[config.mk]
export PLATFORM = sky130hd
export DESIGN_NAME = scan_raster_gen
export DESIGN_NICKNAME = d
export VERILOG_FILES = /design/src/rtl/scan_raster_gen.sv
export SDC_FILE = /design/constraint.sdc
export NUM_CORES = 1
export LEC_CHECK = 0
export CAP_MARGIN = 20
export CELL_PAD_IN_SITES_DETAIL_PLACEMENT = 1
export CELL_PAD_IN_SITES_GLOBAL_PLACEMENT = 1
export CORE_MARGIN = 2
export CORE_UTILIZATION = 25
export CTS_CLUSTER_SIZE = 10
export DETAILED_ROUTE_END_ITERATION = 10
export PLACE_DENSITY_LB_ADDON = 0.1
export SYNTH_ARGS = -nofsm -noshare
export SYNTH_HDL_FRONTEND = slang
export SYNTH_SLANG_ARGS = --single-unit
[constraint.sdc]
create_clock -name clk -period 5.7 [get_ports clk]
set_input_delay 0.855 -clock clk [delete_from_list [all_inputs] [get_ports clk]]
set_output_delay 0.855 -clock clk [all_outputs]
set_load 0.1 [all_outputs]
[src/rtl/scan_raster_gen.sv]
// Galvo scan-pattern generator: point, unidirectional raster or serpentine raster between
// programmable limits, with per-point dwell and frame repeat. Pixel steps come from two
// restoring dividers run in parallel; coordinates leave over a valid/ready handshake.
module scan_raster_gen #(
  parameter int unsigned COORD_W = 16,
  parameter int unsigned CNT_W   = 16,
  parameter int unsigned DWELL_W = 32,
  parameter int unsigned FRM_W   = 8
) (
  input  logic               clk,
  input  logic               reset_n,
  input  logic               start,
  input  logic               abort,
  input  logic [1:0]         mode,
  input  logic [CNT_W-1:0]   nx,
  input  logic [CNT_W-1:0]   ny,
  input  logic [COORD_W-1:0] x_min,
  input  logic [COORD_W-1:0] x_max,
  input  logic [COORD_W-1:0] y_min,
  input  logic [COORD_W-1:0] y_max,
  input  logic [DWELL_W-1:0] dwell,
  input  logic [FRM_W-1:0]   frames,
  output logic [COORD_W-1:0] x_coord,
  output logic [COORD_W-1:0] y_coord,
  output logic               coord_valid,
  input  logic               coord_ready,
  output logic [CNT_W-1:0]   x_idx,
  output logic [CNT_W-1:0]   y_idx,
  output logic               line_start,
  output logic               frame_start,
  output logic               busy,
  output logic               done,
  output logic               cfg_err
);

  localparam int unsigned CalcW = $clog2(COORD_W) + 1;

  typedef enum logic [2:0] {StIdle, StCalc, StEmit, StDwell, StDone} state_e;

  state_e               state_q, state_d;
  logic                 serp_q, serp_d;
  logic [CNT_W-1:0]     nx_q, nx_d, ny_q, ny_d;
  logic [COORD_W-1:0]   x_min_q, x_min_d, x_max_q, x_max_d;
  logic [COORD_W-1:0]   y_min_q, y_min_d, y_max_q, y_max_d;
  logic [DWELL_W-1:0]   dwell_q, dwell_d, dwell_cnt_q, dwell_cnt_d;
  logic [FRM_W-1:0]     frames_q, frames_d, frame_cnt_q, frame_cnt_d;
  logic [CalcW-1:0]     calc_cnt_q, calc_cnt_d;
  logic [COORD_W-1:0]   x_quo_q, x_quo_d, y_quo_q, y_quo_d;
  logic [CNT_W-1:0]     x_rem_q, x_rem_d, y_rem_q, y_rem_d;
  logic [COORD_W-1:0]   x_pos_q, x_pos_d, y_pos_q, y_pos_d;
  logic [CNT_W-1:0]     x_idx_q, x_idx_d, y_idx_q, y_idx_d;
  logic                 done_q, done_d, cfg_err_q, cfg_err_d;

  logic                 point_mode, cfg_bad, dwell_last;
  logic [COORD_W-1:0]   dx, dy;
  logic [DWELL_W:0]     dwell_nxt;

  // One restoring-division step; returns {remainder, shifted quotient}.
  function automatic logic [CNT_W+COORD_W-1:0] div_step(input logic [COORD_W-1:0] quo,
                                                        input logic [CNT_W-1:0]   rem,
                                                        input logic [CNT_W-1:0]   dvs);
    logic [CNT_W:0] sh;
    logic           qb;
    sh = {rem, quo[COORD_W-1]};
    qb = (sh >= {1'b0, dvs});
    if (qb) sh = sh - {1'b0, dvs};
    return {sh[CNT_W-1:0], quo[COORD_W-2:0], qb};
  endfunction

  // Coordinate of point idx on a line; the last point is clamped to the far limit so the
  // floored step never leaves it short.
  function automatic logic [COORD_W-1:0] step_coord(input logic [CNT_W-1:0]   idx,
                                                    input logic [CNT_W-1:0]   n,
                                                    input logic [COORD_W-1:0] lo,
                                                    input logic [COORD_W-1:0] hi,
                                                    input logic [COORD_W-1:0] d,
                                                    input logic [COORD_W-1:0] cur,
                                                    input logic               rev);
    logic [COORD_W:0] acc;
    if (idx == n - CNT_W'(1)) return rev ? lo : hi;
    if (idx == '0) return rev ? hi : lo;
    acc = rev ? ({1'b0, cur} - {1'b0, d}) : ({1'b0, cur} + {1'b0, d});
    if (acc[COORD_W]) return rev ? lo : hi;
    return acc[COORD_W-1:0];
  endfunction

  assign point_mode = (mode == 2'd0) || (mode == 2'd3);
  assign cfg_bad    = (!point_mode && ((nx == '0) || (ny == '0))) ||
                      (x_max < x_min) || (y_max < y_min);
  assign dx         = (nx_q == CNT_W'(1)) ? '0 : x_quo_q;
  assign dy         = (ny_q == CNT_W'(1)) ? '0 : y_quo_q;
  assign dwell_nxt  = {1'b0, dwell_cnt_q} + {{DWELL_W{1'b0}}, 1'b1};
  assign dwell_last = (dwell_nxt >= {1'b0, dwell_q});

  // Next-state: config latch, division, emission and index advance; abort overrides all.
  always_comb begin
    state_d     = state_q;
    serp_d      = serp_q;
    nx_d        = nx_q;
    ny_d        = ny_q;
    x_min_d     = x_min_q;
    x_max_d     = x_max_q;
    y_min_d     = y_min_q;
    y_max_d     = y_max_q;
    dwell_d     = dwell_q;
    frames_d    = frames_q;
    dwell_cnt_d = dwell_cnt_q;
    frame_cnt_d = frame_cnt_q;
    calc_cnt_d  = calc_cnt_q;
    x_quo_d     = x_quo_q;
    y_quo_d     = y_quo_q;
    x_rem_d     = x_rem_q;
    y_rem_d     = y_rem_q;
    x_pos_d     = x_pos_q;
    y_pos_d     = y_pos_q;
    x_idx_d     = x_idx_q;
    y_idx_d     = y_idx_q;
    done_d      = 1'b0;
    cfg_err_d   = 1'b0;

    unique case (state_q)
      StIdle: begin
        if (start) begin
          if (cfg_bad) begin
            cfg_err_d = 1'b1;
          end else begin
            state_d     = StCalc;
            serp_d      = (mode == 2'd2);
            // Point mode collapses to a single-point grid at (x_min, y_min).
            nx_d        = point_mode ? CNT_W'(1) : nx;
            ny_d        = point_mode ? CNT_W'(1) : ny;
            x_min_d     = x_min;
            x_max_d     = point_mode ? x_min : x_max;
            y_min_d     = y_min;
            y_max_d     = point_mode ? y_min : y_max;
            dwell_d     = dwell;
            frames_d    = frames;
            frame_cnt_d = '0;
            calc_cnt_d  = '0;
            x_quo_d     = point_mode ? '0 : x_max - x_min;
            y_quo_d     = point_mode ? '0 : y_max - y_min;
            x_rem_d     = '0;
            y_rem_d     = '0;
            x_idx_d     = '0;
            y_idx_d     = '0;
          end
        end
      end
      StCalc: begin
        {x_rem_d, x_quo_d} = div_step(x_quo_q, x_rem_q, nx_q - CNT_W'(1));
        {y_rem_d, y_quo_d} = div_step(y_quo_q, y_rem_q, ny_q - CNT_W'(1));
        calc_cnt_d = calc_cnt_q + CalcW'(1);
        if (calc_cnt_q == CalcW'(COORD_W - 1)) begin
          state_d = StEmit;
          x_pos_d = step_coord('0, nx_q, x_min_q, x_max_q, dx, x_pos_q, 1'b0);
          y_pos_d = step_coord('0, ny_q, y_min_q, y_max_q, dy, y_pos_q, 1'b0);
        end
      end
      StEmit: begin
        if (coord_ready) begin
          state_d     = StDwell;
          dwell_cnt_d = '0;
        end
      end
      StDwell: begin
        dwell_cnt_d = dwell_nxt[DWELL_W-1:0];
        if (dwell_last) begin
          state_d = StEmit;
          if (x_idx_q != nx_q - CNT_W'(1)) begin
            x_idx_d = x_idx_q + CNT_W'(1);
            x_pos_d = step_coord(x_idx_q + CNT_W'(1), nx_q, x_min_q, x_max_q, dx, x_pos_q,
                                 serp_q & y_idx_q[0]);
          end else if (y_idx_q != ny_q - CNT_W'(1)) begin
            x_idx_d = '0;
            y_idx_d = y_idx_q + CNT_W'(1);
            x_pos_d = step_coord('0, nx_q, x_min_q, x_max_q, dx, x_pos_q,
                                 serp_q & ~y_idx_q[0]);
            y_pos_d = step_coord(y_idx_q + CNT_W'(1), ny_q, y_min_q, y_max_q, dy, y_pos_q,
                                 1'b0);
          end else if ((frames_q != '0) && (frame_cnt_q + FRM_W'(1) == frames_q)) begin
            state_d = StDone;
          end else begin
            // New frame always restarts forward at (x_min, y_min).
            frame_cnt_d = frame_cnt_q + FRM_W'(1);
            x_idx_d     = '0;
            y_idx_d     = '0;
            x_pos_d     = step_coord('0, nx_q, x_min_q, x_max_q, dx, x_pos_q, 1'b0);
            y_pos_d     = step_coord('0, ny_q, y_min_q, y_max_q, dy, y_pos_q, 1'b0);
          end
        end
      end
      StDone: begin
        state_d = StIdle;
        done_d  = 1'b1;
      end
      default: state_d = StIdle;
    endcase

    if (abort) begin
      state_d   = StIdle;
      done_d    = 1'b0;
      cfg_err_d = 1'b0;
    end
  end

  // State and datapath registers.
  always_ff @(posedge clk or negedge reset_n) begin
    if (!reset_n) begin
      state_q     <= StIdle;
      serp_q      <= 1'b0;
      nx_q        <= '0;
      ny_q        <= '0;
      x_min_q     <= '0;
      x_max_q     <= '0;
      y_min_q     <= '0;
      y_max_q     <= '0;
      dwell_q     <= '0;
      frames_q    <= '0;
      dwell_cnt_q <= '0;
      frame_cnt_q <= '0;
      calc_cnt_q  <= '0;
      x_quo_q     <= '0;
      y_quo_q     <= '0;
      x_rem_q     <= '0;
      y_rem_q     <= '0;
      x_pos_q     <= '0;
      y_pos_q     <= '0;
      x_idx_q     <= '0;
      y_idx_q     <= '0;
      done_q      <= 1'b0;
      cfg_err_q   <= 1'b0;
    end else begin
      state_q     <= state_d;
      serp_q      <= serp_d;
      nx_q        <= nx_d;
      ny_q        <= ny_d;
      x_min_q     <= x_min_d;
      x_max_q     <= x_max_d;
      y_min_q     <= y_min_d;
      y_max_q     <= y_max_d;
      dwell_q     <= dwell_d;
      frames_q    <= frames_d;
      dwell_cnt_q <= dwell_cnt_d;
      frame_cnt_q <= frame_cnt_d;
      calc_cnt_q  <= calc_cnt_d;
      x_quo_q     <= x_quo_d;
      y_quo_q     <= y_quo_d;
      x_rem_q     <= x_rem_d;
      y_rem_q     <= y_rem_d;
      x_pos_q     <= x_pos_d;
      y_pos_q     <= y_pos_d;
      x_idx_q     <= x_idx_d;
      y_idx_q     <= y_idx_d;
      done_q      <= done_d;
      cfg_err_q   <= cfg_err_d;
    end
  end

  // Output decode.
  always_comb begin
    coord_valid = (state_q == StEmit);
    busy        = (state_q != StIdle);
    x_coord     = x_pos_q;
    y_coord     = y_pos_q;
    x_idx       = x_idx_q;
    y_idx       = y_idx_q;
    line_start  = coord_valid && (x_idx_q == '0);
    frame_start = line_start && (y_idx_q == '0);
    done        = done_q;
    cfg_err     = cfg_err_q;
  end

endmodule

==> results.md <==
- TritonCTS Buffers: 45
- Reg-to-Reg Start: dwell_cnt_q[0]
- Count of final setup violators: 0
- Max-slew violations: 0
- Switching share of power: 49.07%
- Int Power: 9.297 mW
- Worst Path Arrival: 5740 ps
- Final hold violations: 0
- Crit path required time: 6170 ps
- Area Growth Syn to Fin: 22.35%
- Leakage: 12.79 nW
- Asr flop ratio synth: 100.0%
- Gr busiest metal: met2
- Die Wd: 314.0 um
- Drc violations: 0
- Crit path cell chain: ha_1 -> nand2_1 -> or4_4 -> nor4_2 -> and3_1 -> and3_1 -> and2_1 -> nand4_1 -> xnor2_1 -> ha_1 -> nand4_1 -> nor2_1 -> a21oi_1 -> o21ai_0 -> a221oi_1 -> buf_4 -> or3_1 -> buf_4 -> a2111o_1 -> buf_12 -> nor4b_1 -> nor3_1
- Postcts setup bufs: 0
- Routability cong.: 0.8487
- Net count, final: 3406
- Slowest CP cell: or4_4
- Total negative setup slack: 0 ps
- Power per cell area: 621.2 nW/um^2
- Commonest cells after routing, fill and taps aside: 361 x nand2_1, 315 x dfrtp_1, 258 x nor2_1
- Run status: finished clean
- Biggest regs: dwell_cnt_q: 32 flops, dwell_q: 32 flops
- Starting Density: 25.24%
- Final cycle utilization of the critical path: 92.50%
- Vias in the first global route: 23662
- Met2 Usage GRT: 31.54%
- Worst path top cell family by delay: simple AND/OR/NAND/NOR gates
- Rows: 113
- Net Sw Power: 8.959 mW
- Die H: 314.0 um
- CP Max Fanout: 18
- CTS Buffer Depth: 3
- Clock share of power: 15.6%
- First-pass GRT wire length: 147800 um
- Post-Route WL: 95440 um
- GRT overflow: 0
- Count of cell types in the netlist: 88
- Worst flop-to-flop path endpoint: y_coord[15]
- R2R cell count: 22
- Hold crit path type: input pin to async pin
- Port-buffer cells: 212
- Diode count: 0
- Initial DRC Count: 1310
- Utilization after layout: 30.88%
- Worst setup EP type: flip-flop
- R2r setup slk: 430 ps
- Max-cap violations: 0
- Number of synthesized flops with an enable pin: 0
- Max VDD drop: 252.6 uV
- Share of layout cells above drive strength 1: 7.057%
- Worst Clk Skew: 17.18 ps
- Main synth FF type: dfrtp_1
- Seq pwr share: 22.4%
- Worst-Margin Slew: 1009 ps
- Place WS: 166.3 ps
- TritonCTS clock tree: done
- Placed instance area: 27850 um^2
- Floorplan core area: 95150 um^2
- Antenna Violating Nets Remaining: 0
- Vias per cell: 5.114
- Wirelength per Cell: 21.64 um
- GRT Total Usage: 19.19%
- Synth Net Count: 3234
- CP startpoint kind: flip-flop
- Clock transition at the registers of the reported paths: 50 ps
- Met1 Use GR: 26.90%
- Ports: 213
- Initial antenna violation count: 3
- Tmin final: 5273 ps
- Syn Inst Count: 2941
- Seq/Total Area, Yosys: 32.82%
- Met3 global-route usage: 1.992%
- Cell area after layout: 29390 um^2
- Clk Latency, worst-skew pair: 590 ps
- Largest stage delay, worst path: 540 ps
- CTS Sinks: 315
- Htree depth: 2
- Gate power share: 62.0%
- Worst setup path category: flip-flop to flip-flop
- Fmax: 189.7 MHz
- Mapped cell area: 24020 um^2
- Yosys warning count: 0
- Synth Register Bits: 315
- Die area: 98570 um^2
- Worst setup margin: 427.5 ps
- HPWL Detailed: 72270 um
- Slew HR: 32.54%
- DRT Pass-1 Iters: 5
- Largest net degree at the start of global routing: 87
- Synthesized area per cell: 8.167 um^2
- RSZ-0062 raised after global routing: false
- Root Driver: clkbuf_16
- Most common cell after layout, fill and taps aside: nand2_1
- Via count: 22557
- Buf+Inv Stages, Crit Path: 3
[layout make-up]
cell class                 instances  area, um^2
clock buffer                      71        1396
clock inverter                     9       78.83
inverter                         135       506.7
multi-input combinational       2315       15040
sequential                       315        7883
timing repair buffer             301        2895
tap                             1265        1583
fill                           11120       65770
[power groups by stage]
| stage | sequential, mW | combinational (mW) | clock (mW) |
|---|---|---|---|
| 6_report | 4.08 | 11.3 | 2.85 |
| 3_3_place_gp | 4.09 | 11.1 | 0 |
| 5_1_grt | 4.22 | 12.6 | 3.05 |
| 2_1_floorplan | 4.39 | 7.51 | 0 |
| 4_1_cts | 4.09 | 11.4 | 2.97 |
| 3_5_place_dp | 4.12 | 11.3 | 0 |
[cell usage after synthesis (12+ instances only)]
cell type	count	share of area (%)
a31oi_1	28	0.73
buf_2	20	0.42
and3_1	34	0.89
o22ai_1	21	0.55
nand3_1	65	1.4
nand2b_1	22	0.57
nand3b_1	35	1.1
a221oi_1	17	0.62
clkbuf_1	129	2.0
nor4_1	45	1.2
or3_1	15	0.39
a211oi_1	13	0.41
inv_1	135	2.1
nor3_1	85	1.8
nor2_1	262	4.1
or2_2	12	0.31
ha_1	144	7.5
o31ai_1	48	1.5
o41ai_1	12	0.44
o21ai_0	256	5.3
nand4_1	50	1.3
xor2_1	70	2.6
dfrtp_1	315	33
mux2i_1	81	3.4
nand2_1	361	5.6
a21o_1	51	1.6
a21oi_1	193	4.0
and2_1	30	0.78
nor2b_1	20	0.52
xnor2_1	137	5.0
buf_1	23	0.36
o22a_1	15	0.55
[worst max-delay path by stage]
stage / end / slack, ps / from / cells after the start
2_1_floorplan: x_coord[10] / 290 / nx_q[8] / 23
3_3_place_gp: y_coord[15] / 400 / dwell_cnt_q[0] / 22
3_5_place_dp: x_coord[4] / 170 / nx_q[12] / 19
4_1_cts: x_coord[7] / 120 / nx_q[12] / 19
5_1_grt: y_coord[15] / 10 / dwell_cnt_q[0] / 22
6_report: y_coord[15] / 430 / dwell_cnt_q[0] / 22
[kinds of logic after synthesis]
kind of cell	share of synthesized area [%]
fa+ha+maj	8.002
flops	32.82
compound gates	20.05
xor+xnor	8.507
simple gates	21.99
buf+inv	5.074
mux	3.563
[worst reg2reg max path, cell delays in order, from the launching register on]
cell and delay, ps:
dfrtp_1 440, ha_1 250, nand2_1 100, or4_4 540, nor4_2 220, and3_1 260
and3_1 260, and2_1 230, nand4_1 190, xnor2_1 180, ha_1 300, nand4_1 100
nor2_1 140, a21oi_1 80, o21ai_0 80, a221oi_1 110, buf_4 220, or3_1 410
buf_4 170, a2111o_1 320, buf_12 170, nor4b_1 310, nor3_1 70
[metrics by stage]
stage / power [mW] / hold slack, ps / std cells
2_1_floorplan: 11.90 / 450.6 / 2941
3_3_place_gp: 15.18 / 481.5 / 4330
3_5_place_dp: 15.43 / 492.4 / 4330
4_1_cts: 18.44 / 306.6 / 4410
5_1_grt: 19.84 / 338.6 / 4411
6_report: 18.26 / 296.3 / 4411
[layer usage]
| metal | routed length, um | part of all wire, % | up-vias |
|---|---|---|---|
| met5 | 13 | 0.014 | - |
| met3 | 2775 | 2.9 | 92 |
| met2 | 44440 | 47 | 376 |
| met4 | 1976 | 2.1 | 2 |
| met1 | 46240 | 48 | 11247 |
| li1 | - | - | 10840 |
[what timing repair did]
item	CTS	global route
hold buffers	0	0
endpoints found under the setup margin	0	28
gates resized for setup	0	8
Power figures use the tool's default switching activity.
